### config.mk
export PLATFORM = sky130hd
export DESIGN_NAME = matrix_result_collector
export DESIGN_NICKNAME = d
export VERILOG_FILES = /design/src/rtl/matrix_result_collector.sv
export SDC_FILE = /design/constraint.sdc
export NUM_CORES = 1
export LEC_CHECK = 0
export CAP_MARGIN = 20
export CORE_MARGIN = 2
export CORE_UTILIZATION = 60
export CTS_CLUSTER_DIAMETER = 30
export DETAILED_ROUTE_END_ITERATION = 10
export PLACE_DENSITY = 0.85
export REMOVE_ABC_BUFFERS = 1
export SYNTH_ARGS = -nofsm -noshare
export SYNTH_HDL_FRONTEND = slang
export SYNTH_SLANG_ARGS = --single-unit
### constraint.sdc
create_clock -name clk -period 6.1 [get_ports clk]
set_input_delay 1.83 -clock clk [delete_from_list [all_inputs] [get_ports clk]]
set_output_delay 1.83 -clock clk [all_outputs]
set_load 0.02 [all_outputs]
### src/rtl/matrix_result_collector.sv
// Matrix result collector: captures M x N result elements arriving in any
// order from a matrix multiplier, checks them for completeness, duplicates
// and out-of-range indices, then drains them in row-major order over a
// valid/ready stream.
module matrix_result_collector #(
    parameter int DATA_WIDTH = 16,
    parameter int FRAC_WIDTH = 8,
    parameter int M          = 4,
    parameter int N          = 2
) (
    input  logic                                          clk,
    input  logic                                          rst,
    input  logic                                          start,
    input  logic signed [DATA_WIDTH-1:0]                  c_data,
    input  logic        [((M > 1) ? $clog2(M) : 1)-1:0]   c_row,
    input  logic        [((N > 1) ? $clog2(N) : 1)-1:0]   c_col,
    input  logic                                          c_valid,
    input  logic                                          done,
    output logic signed [DATA_WIDTH-1:0]                  out_data,
    output logic        [((M > 1) ? $clog2(M) : 1)-1:0]   out_row,
    output logic        [((N > 1) ? $clog2(N) : 1)-1:0]   out_col,
    output logic                                          out_valid,
    input  logic                                          out_ready,
    output logic                                          out_last,
    output logic                                          busy,
    output logic                                          complete,
    output logic                                          err_missing,
    output logic                                          err_dup,
    output logic                                          err_range
);

    localparam int RW    = (M > 1) ? $clog2(M) : 1;
    localparam int CW    = (N > 1) ? $clog2(N) : 1;
    localparam int TOTAL = M * N;
    localparam int IW    = (TOTAL > 1) ? $clog2(TOTAL) : 1;

    localparam logic [IW-1:0] IDX_LAST = IW'(TOTAL - 1);
    localparam logic [CW-1:0] COL_LAST = CW'(N - 1);
    localparam logic [RW:0]   ROW_LIM  = (RW + 1)'(M);
    localparam logic [CW:0]   COL_LIM  = (CW + 1)'(N);

    localparam logic [1:0] S_IDLE    = 2'd0;
    localparam logic [1:0] S_CAPTURE = 2'd1;
    localparam logic [1:0] S_DRAIN   = 2'd2;

    // FRAC_WIDTH is format metadata for downstream consumers; elements are
    // stored and replayed bit-exact, so the collector never interprets it.
    if (FRAC_WIDTH > DATA_WIDTH) begin : g_frac_exceeds_data
    end

    logic [1:0]                   state;
    logic [TOTAL-1:0]             written;
    logic signed [DATA_WIDTH-1:0] buffer [TOTAL];
    logic [IW-1:0]                idx;
    logic [RW-1:0]                row;
    logic [CW-1:0]                col;

    logic                         in_range;
    logic [IW-1:0]                wr_idx;
    logic                         wr_en;
    logic [TOTAL-1:0]             written_next;
    logic                         all_written;
    logic                         xfer;
    logic                         is_last;

    // Decode the incoming element: range check, flat index, and the bitmap as
    // it will look including this cycle's write (so done sees it too).
    always_comb begin
        in_range     = ({1'b0, c_row} < ROW_LIM) && ({1'b0, c_col} < COL_LIM);
        wr_idx       = IW'(int'(c_row) * N + int'(c_col));
        wr_en        = (state == S_CAPTURE) && c_valid && in_range;
        written_next = written;
        if (wr_en) begin
            written_next = written | (TOTAL'(1) << wr_idx);
        end
        all_written  = &written_next;
        xfer         = (state == S_DRAIN) && out_ready;
        is_last      = (idx == IDX_LAST);
    end

    // Control path: FSM, written-flag bitmap, drain index and error flags.
    always_ff @(posedge clk) begin
        if (rst) begin
            state       <= S_IDLE;
            written     <= '0;
            idx         <= '0;
            row         <= '0;
            col         <= '0;
            complete    <= 1'b0;
            err_missing <= 1'b0;
            err_dup     <= 1'b0;
            err_range   <= 1'b0;
        end else begin
            complete <= 1'b0;
            if (start) begin
                state       <= S_CAPTURE;
                written     <= '0;
                idx         <= '0;
                row         <= '0;
                col         <= '0;
                err_missing <= 1'b0;
                err_dup     <= 1'b0;
                err_range   <= 1'b0;
            end else begin
                unique case (state)
                    S_CAPTURE: begin
                        written <= written_next;
                        if (wr_en && written[wr_idx]) begin
                            err_dup <= 1'b1;
                        end
                        if (c_valid && !in_range) begin
                            err_range <= 1'b1;
                        end
                        if (done) begin
                            idx <= '0;
                            row <= '0;
                            col <= '0;
                            if (all_written) begin
                                state <= S_DRAIN;
                            end else begin
                                err_missing <= 1'b1;
                                state       <= S_IDLE;
                            end
                        end
                    end
                    S_DRAIN: begin
                        if (xfer) begin
                            if (is_last) begin
                                state    <= S_IDLE;
                                complete <= 1'b1;
                                idx      <= '0;
                                row      <= '0;
                                col      <= '0;
                            end else begin
                                idx <= idx + 1'b1;
                                if (col == COL_LAST) begin
                                    col <= '0;
                                    row <= row + 1'b1;
                                end else begin
                                    col <= col + 1'b1;
                                end
                            end
                        end
                    end
                    default: begin
                        state <= S_IDLE;
                    end
                endcase
            end
        end
    end

    // Element storage: plain write port, last write to an index wins.
    always_ff @(posedge clk) begin
        if (wr_en) begin
            buffer[wr_idx] <= c_data;
        end
    end

    assign busy      = (state != S_IDLE);
    assign out_valid = (state == S_DRAIN);
    assign out_last  = out_valid && is_last;
    assign out_data  = out_valid ? buffer[idx] : '0;
    assign out_row   = out_valid ? row : '0;
    assign out_col   = out_valid ? col : '0;

endmodule

* Word level (Yosys, flattened, before mapping)
Memories as Yosys holds them, arrays and structs flattened. A register that Yosys moved wholly into a read port is not among the register bits.
Index checks and enable logic that the tools add are counted.
** Storage, ports and cells
- Input bits :: 25
- Memories kept :: 1
- ROM bits :: 0
- Bits in writable memories :: 128
- Bits in latches :: 0
- Bits in registers :: 19
** Operators by class
- Reductions and logical operators :: 15
- Shifts and indexed selects :: 1
- $mul :: 0
- Div/mod/pow operators :: 0
- Muxes and demuxes :: 31
- Bitwise gates (word level) :: 4
- $add $sub $neg :: 4
- $lt $le $gt $ge :: 1
- Equality and inequality tests :: 10
** Memories
- buffer :: depth 8, bits a word 16, rd ports 1, clocked after Yosys merged registers in 1, wr ports 1, line 53 : logic signed [DATA_WIDTH-1:0] buffer [TOTAL];
** Operators by type and width (count)
- two-way mux 2 bit :: 9
- two-way mux 16 bit :: 1
- two-way mux 3 bit :: 5
- AND reduction 3 bit :: 4
- two-way mux 1 bit :: 10
- two-way mux 8 bit :: 1
- bitwise OR 8 bit :: 1
- case mux 2 bit (2 select lines) :: 2
- AND reduction 8 bit :: 1
- << shifter 1 x 3 -> 8 bit, first input constant :: 1
- != test 3 x 2 -> 1 bit, second input constant :: 2
- case mux 3 bit (2 select lines) :: 1
- logical AND 1 bit :: 4
- < comparator 3 x 4 -> 1 bit, second input constant :: 1
- != test 2 x 1 -> 1 bit, second input constant :: 2
- AND reduction 4 bit :: 1
- nonzero test 2 bit :: 2
- OR reduction 4 bit :: 1
- adder 3 x 1 -> 3 bit :: 1
- adder 3 x 1 -> 3 bit, second input constant :: 1
- binary-select mux 1 bit (select 3 bit) :: 1
- equality test 3 bit, second input constant :: 1
- != test 3 x 1 -> 1 bit, second input constant :: 1
- != test 3 bit, second input constant :: 1
- other kinds (9) :: 11

* Logic depth before layout (Yosys ltp)
Gate-level depths: netlist of run 1.
- Depth in word-level cells :: 9
- Depth in mapped cells :: 7
- Mapped depth without buffers :: 7

* Worst setup path after synthesis of run 1
No wires, ideal clock.
- Kind :: input-to-reg
- Start point :: input c_row[1] (netlist name)
- End point :: memory buffer[0][0] (enable)
- Data required time :: 5.691 ns
- Arrival time :: 3.177 ns
- Cell stages on the path :: 2
- Setup time :: 0.409 ns
- Path buffers :: 0
- Setup slack :: 2.514 ns
- Path through :: nand3b_1 -> nor3_1
** On the way
- Word-level cells in the longest chain between the ends :: 1
** Ends and longest elaborated chain
- start, declared :: line 15 : input logic [((M > 1) ? $clog2(M) : 1)-1:0] c_row,
- adder 3 x 1 -> 3 bit :: line 70 : wr_idx = IW'(int'(c_row) * N + int'(c_col));
- end, declared :: line 53
Every way passes these cells.

==> metrics, run 1 <==
count of pins on the block boundary 51; FP Rows 36; CP Max Fanout 21; Bufs and invs on worst path 2; clock-pin slew reported for the worst setup and hold paths after clock tree synthesis 60 ps; number of enable-type register cells in the synthesized netlist 128; clock skew 9.50 ps; maximum level of the CTS H-tree 4; Avg Cell Area, Syn 18.4 sq um; crit path launch type register; Netlist Area Pre-Place 0.00589 sq mm; Worst Min Path Start err_missing; yosys warns 0; layout overhead on the synthesized area 21.2%; power share of the sequential group 50.8%; insertion delay of the later-clocked pin in the worst-skew pair 530 ps; Remaining DRCs 0; slowest cell delay on critical path 810 ps; fraction of final layout cells sized beyond drive strength 1 20.4%; global-route wire length before repair 16.9 mm; worst voltage drop across the vdd grid 0.232 mV; DR vias 3102; antenna violations before repair 0; Fill cells 555; placeable core region 0.00964 sq mm; setup violation total in the final timing report 0; Pint 1.76 mW; startpoint of the worst-slack reg-to-reg timing path state[1]; Total GRT Usage 22.8%; minimum clock period 4950 ps; final-report hold violation count 0; CP max-delay cell dfxtp_2; asr flop ratio synth 0%; WP data arrival 3120 ps; Final Max Tran Viols 0; CTS Root Buffer Type clkbuf_8; cells along the critical path buf_4 -> mux4_2 -> mux2i_1 -> nor2b_1 -> clkdlybuf4s50_1; dominant delay contributor by cell family on the critical path buffers and inverters; dominant register cell in the synthesized netlist edfxtp_1; critical setup path kind reg2out; number of distinct library cells after synthesis 32; Final HPWL DP 6.31 mm; number of detailed-route iterations in the first pass 4; run status finished, final reports clean; # clock sinks 150; Remaining Overflow, GRT 0; ratio of final minimum period to clock period 81.1%; total length of routed wires 11.1 mm; combinational cell fraction of total power 2.3%; max frequency 202 MHz; worst-case clock buffer depth 2; Horiz. Die Dim 103 um; total power per unit cell area 309 mW/mm^2; effective utilization at floorplan 61.1%; worst hold path type reg2reg; via/cell ratio 5.90; post-route ant nets 0; share of the yosys chip area belonging to registers 72.7%; final weighted congestion of routability-driven global placement 0.822; TritonCTS clock tree yes; DR WL/cell 21.1 um; worst endpoint required time 4270 ps; count of maximum capacitance violations 0; DIE AREA 0.0106 sq mm; switching share of total power 20.1%; worst slew pin tran 1110 ps; DP Worst Slack 1650 ps; Diodes inserted 0; chip height 103 um; fin nets 410; via count of the first global-routing pass 3114; number of hold buffers added after cts 0; fin worst setup slack 1150 ps; Post-CTS Resized 0; port bufs 49; Critical Path End Type primary output; total negative slack 0 ps; Clock Power Share 46.9%; Slew Limit Headroom 25.9%; flops & latches, synth 150; Num CTS Buffers 17; Iter 0 DRT Violations 242; post-synthesis instance total 321; setup repair after global routing missed its margin false; net switching power of the design 0.444 mW; leakage power 2.27 nW; Post-CTS Setup Inserts 0; largest net degree at the start of global routing 33
## cells in the mapped netlist (4+ instances only)
| cell type | instances | area, sq um |
|---|---|---|
| and2_1 | 4 | 25.0 |
| nand2_1 | 6 | 22.5 |
| nor2b_1 | 18 | 113 |
| dfxtp_1 | 22 | 440 |
| inv_1 | 6 | 22.5 |
| nor2_1 | 25 | 93.8 |
| mux4_2 | 34 | 766 |
| clkbuf_1 | 7 | 26.3 |
| a21oi_1 | 11 | 55.1 |
| mux2i_1 | 16 | 160 |
| buf_2 | 5 | 25.0 |
| ha_1 | 5 | 62.6 |
| o21ai_0 | 4 | 20.0 |
| edfxtp_1 | 128 | 3840 |
## cells in the final DEF, fill, tap and decap left out, types with 2 or more instances in the layout
master / Yosys / routed
nor3_4: 0 / 2
nand2b_1: 3 / 3
mux4_2: 34 / 34
mux2i_1: 16 / 16
ha_1: 5 / 5
dfxtp_1: 22 / 20
buf_4: 3 / 7
nand3b_1: 2 / 2
a21oi_1: 11 / 11
nand3_1: 2 / 2
clkinv_1: 0 / 2
nor2b_1: 18 / 18
or4_1: 2 / 2
edfxtp_1: 128 / 128
clkbuf_16: 0 / 16
nor2_1: 25 / 25
clkinvlp_4: 0 / 4
inv_1: 6 / 6
o21ai_0: 4 / 4
inv_6: 0 / 3
and2_1: 4 / 4
bufinv_16: 0 / 3
a31oi_1: 2 / 2
dfxtp_2: 0 / 2
a32oi_1: 3 / 3
a22oi_1: 2 / 2
nand2_1: 6 / 6
clkdlybuf4s50_1: 0 / 49
clkinv_2: 0 / 2
## metrics by stage
step | hold slack (ps) | instances | utilization, % | area (sq um) | total power [mW]
3_3_place_gp | 442 | 494 | 67.9 | 6550 | 1.19
3_5_place_dp | 456 | 494 | 67.9 | 6550 | 1.19
2_1_floorplan | 438 | 305 | - | 5810 | 1.16
6_report | 472 | 526 | 74.1 | 7140 | 2.21
4_1_cts | 473 | 526 | 74.1 | 7140 | 2.22
5_1_grt | 507 | 526 | 74.1 | 7140 | 2.27
## state kept, by name, indices dropped and copies added, names as in the netlist, named ones only
name / cells
buffer: 128
written: 8
idx: 3
row: 2
state: 2
col: 1
complete: 1
err_dup: 1
err_missing: 1
## cell type report
type	instances	area [sq um]	area share, %
Sequential cell	150	4290	60.1
Multi-Input combinational cell	149	1530	21.4
Timing Repair Buffer	56	543	7.61
Clock buffer	17	414	5.80
Clock inverter	15	175	2.45
Tap cell	133	166	2.33
Inverter	6	22.5	0.316
## worst paths after layout
check	endpoint	slack (ps)	cells after the start
worst min-delay path	err_missing	470	2
worst min register to register	err_missing	470	2
worst max-delay path	out_data[2]	1150	5
worst max register to register	buffer[6][8]	3620	5
## power by group through the flow
| stage | Combinational [mW] | Sequential (mW) | Clock [mW] |
|---|---|---|---|
| 3_3_place_gp | 0.0481 | 1.14 | 0 |
| 4_1_cts | 0.0512 | 1.12 | 1.04 |
| 3_5_place_dp | 0.0503 | 1.14 | 0 |
| 2_1_floorplan | 0.0152 | 1.14 | 0 |
| 6_report | 0.0514 | 1.12 | 1.04 |
| 5_1_grt | 0.0559 | 1.12 | 1.09 |
## cells by family (layout without fill, tap and decap cells)
family / Yosys count / count (layout) / share of synthesized area, %
AO/OA/AOI/OAI: 24 / 24 / 2.57
adder cells (fa/ha/maj): 5 / 5 / 1.06
buffers and inverters: 22 / 94 / 1.70
flip-flops: 150 / 150 / 72.7
multiplexers: 50 / 50 / 15.7
other: 1 / 1 / 0.0636
AND/OR/NAND/NOR: 69 / 69 / 6.18
## worst reg2reg max path, cell delays in order (launching register included)
cell and delay, ps:
dfxtp_1 330, inv_1 90, ha_1 340, nand3_1 290, nor2_1 770, buf_4 350
## metal layers
metal | GRT usage, % | part of all wire [%]
met4 | 7.79 | 0.68
met1 | 29.5 | 40
met2 | 37.9 | 54
met3 | 6.31 | 5.6
met5 | 0 | 0
No activity file was read; power rests on OpenSTA's default activity.
==> run 2, diff against run 1 <==
- CORE_UTILIZATION: 60 -> 57
- PLACE_DENSITY: 0.85 -> 0.82
- clock period: 6.1 -> 4.7 ns (I/O delays scaled with it)
==> metrics, run 2 (synthesized netlist as in run 1, its figures left out) <==
top flop regs buffer (128), written (8), idx (3) (unchanged); worst voltage drop across the vdd grid 0.215 mV (was 0.232 mV); number of hold buffers added after cts 0 (unchanged); global-route wire length before repair 16.6 mm (was 16.9 mm); WP data arrival 2890 ps (was 3120 ps); final-report hold violation count 0 (unchanged); worst endpoint required time 3290 ps (was 4270 ps); destination of the worst hold path err_missing (unchanged); ratio of final minimum period to clock period 91.5%; count of placed standard cells including taps 505 (was 494); setup repair after global routing missed its margin false (unchanged); Worst Min Path Start err_missing (unchanged); placeable core region 0.0102 sq mm (was 0.00964 sq mm); Fill cells 646 (was 555); top library cells by usage in the layout, fill and taps aside edfxtp_1 (128), clkdlybuf4s50_1 (49), mux4_2 (34) (unchanged); Num CTS Buffers 17 (unchanged); worst hold path type reg2reg (unchanged); count of maximum capacitance violations 0 (unchanged); fin worst setup slack 400 ps (was 1150 ps); Horiz. Die Dim 106 um (was 103 um); number of detailed-route iterations in the first pass 5 (was 4); CP max-delay cell dfxtp_2 (unchanged); # clock sinks 150 (unchanged); worst-case clock buffer depth 2 (unchanged); max frequency 233 MHz; fin nets 418 (was 410); Post-Route Utilization 70.0% (was 74.1%); Final HPWL DP 6.26 mm (was 6.31 mm); insertion delay of the later-clocked pin in the worst-skew pair 510 ps (was 530 ps); DIE AREA 0.0112 sq mm (was 0.0106 sq mm); register area 0.00429 sq mm (about the same); setup violation total in the final timing report 0 (unchanged); Final Max Tran Viols 0 (unchanged); effective utilization at floorplan 57.9% (was 61.1%); Remaining Overflow, GRT 0 (unchanged); crit path launch type register (unchanged); Remaining DRCs 0 (unchanged); Top reg by flops buffer (unchanged); DR WL/cell 19.9 um (was 21.1 um); maximum level of the CTS H-tree 4 (unchanged); DR vias 3056 (was 3102); Slew Limit Headroom 39.2% (was 25.9%); worst reg2reg setup slack 2300 ps (was 3620 ps); antenna violations before repair 0 (unchanged); Worst Reg-to-Reg Cells 6 (was 5); overall power after layout 2.71 mW (was 2.21 mW); leakage power 2.29 nW (was 2.27 nW); largest net degree at the start of global routing 27 (was 33); Diodes inserted 0 (unchanged); cells along the critical path buf_4 -> mux4_2 -> mux2i_1 -> nor2b_1 -> clkdlybuf4s50_1 (unchanged); chip height 106 um (was 103 um); post-route ant nets 0 (unchanged); total power per unit cell area 380 mW/mm^2 (was 309 mW/mm^2); final weighted congestion of routability-driven global placement 0.777 (was 0.822); CTS Root Buffer Type clkbuf_8 (unchanged); Total GRT Usage 20.6% (was 22.8%); via/cell ratio 5.69 (was 5.90); Post-CTS Setup Inserts 0 (unchanged); slowest cell delay on critical path 720 ps (was 810 ps); port bufs 49 (unchanged); clock-pin slew reported for the worst setup and hold paths after clock tree synthesis 60 ps (about the same); startpoint of the worst-slack reg-to-reg timing path state[0] (was state[1]); number of cells on the worst hold path 2 (unchanged); clock skew 12.2 ps (was 9.50 ps); most utilized layer in the global route result met2 (unchanged); total length of routed wires 10.7 mm (was 11.1 mm); met1 layer usage reported by global route 27.1% (was 29.5%); met3 Resource Use GR 3.96% (was 6.31%); Iter 0 DRT Violations 213 (was 242); worst slew pin tran 912 ps (was 1110 ps); count of pins on the block boundary 51 (unchanged); most common cell after layout, fill and taps aside edfxtp_1 (unchanged); minimum clock period 4300 ps; max FFs per register 128 (unchanged); DP Worst Slack 876 ps (was 1650 ps); Layout Cells excl Fill 537 (was 526); routing usage on met2 34.5% (was 37.9%); FP Rows 37 (was 36); run status finished, final reports clean (unchanged); total negative slack 0 ps (unchanged); Post-CTS Resized 0 (unchanged); critical setup path kind reg2out (unchanged); multi-input gate area in the final layout 0.00152 sq mm (was 0.00153 sq mm); fraction of final layout cells sized beyond drive strength 1 21.9% (was 20.4%); TritonCTS clock tree yes (unchanged); layout overhead on the synthesized area 21.1% (was 21.2%); via count of the first global-routing pass 3045 (was 3114); Critical Path End Type primary output (unchanged); CP Max Fanout 18 (was 21)
[run 2: cell type report]
cell class	instances	share of cell area (%)
clock inverters	15	1.70
inverters	6	0.316
multi-input cells	149	21.3
flip-flops and latches	150	60.1
clock buffers	17	5.80
repair buffers	64	8.45
well taps	136	2.39
[run 2: worst max-delay path, delay by kind of cell (launching register included)]
kind                   cells  cell delay, ps
and+or+nand+nor            1              80
muxes                      2             690
buffers and inverters      2             890
DFF                        1             720
[run 2: where the power goes]
part,internal (mW),switching (mW),leakage [nW]
registers,1.45,0.00244,1.33
logic,0.0278,0.0379,0.699
clock network,0.659,0.535,0.255
[run 2: worst max path at each step]
| stage | from | depth (start not counted) | endpoint |
|---|---|---|---|
| floorplan | register | 3 | out_data[0] |
| global placement | register | 5 | out_data[6] |
| detailed placement | register | 5 | out_data[8] |
| CTS | register | 5 | out_data[6] |
| global route | register | 5 | out_data[4] |
| finish | register | 5 | out_data[12] |
[run 2: metrics by stage]
step,instance area [sq um],hold slack [ps]
2_1_floorplan,5810,438
3_3_place_gp,6600,443
3_5_place_dp,6600,454
4_1_cts,7130,468
5_1_grt,7130,501
6_report,7130,460
[run 2: metal layers]
| layer | part of all wire (%) | vias up |
|---|---|---|
| met4 | 0.36 | 0 |
| met3 | 5.0 | 2 |
| li1 | - | 1398 |
| met1 | 41 | 1564 |
| met2 | 53 | 92 |
| met5 | 0 | - |
==> run 3, diff against run 2 <==
- ABC_CLOCK_PERIOD_IN_PS: not set -> 4700
==> results of run 3 <==
No change in the layout: final DEF, timing and power equal those of run 2.
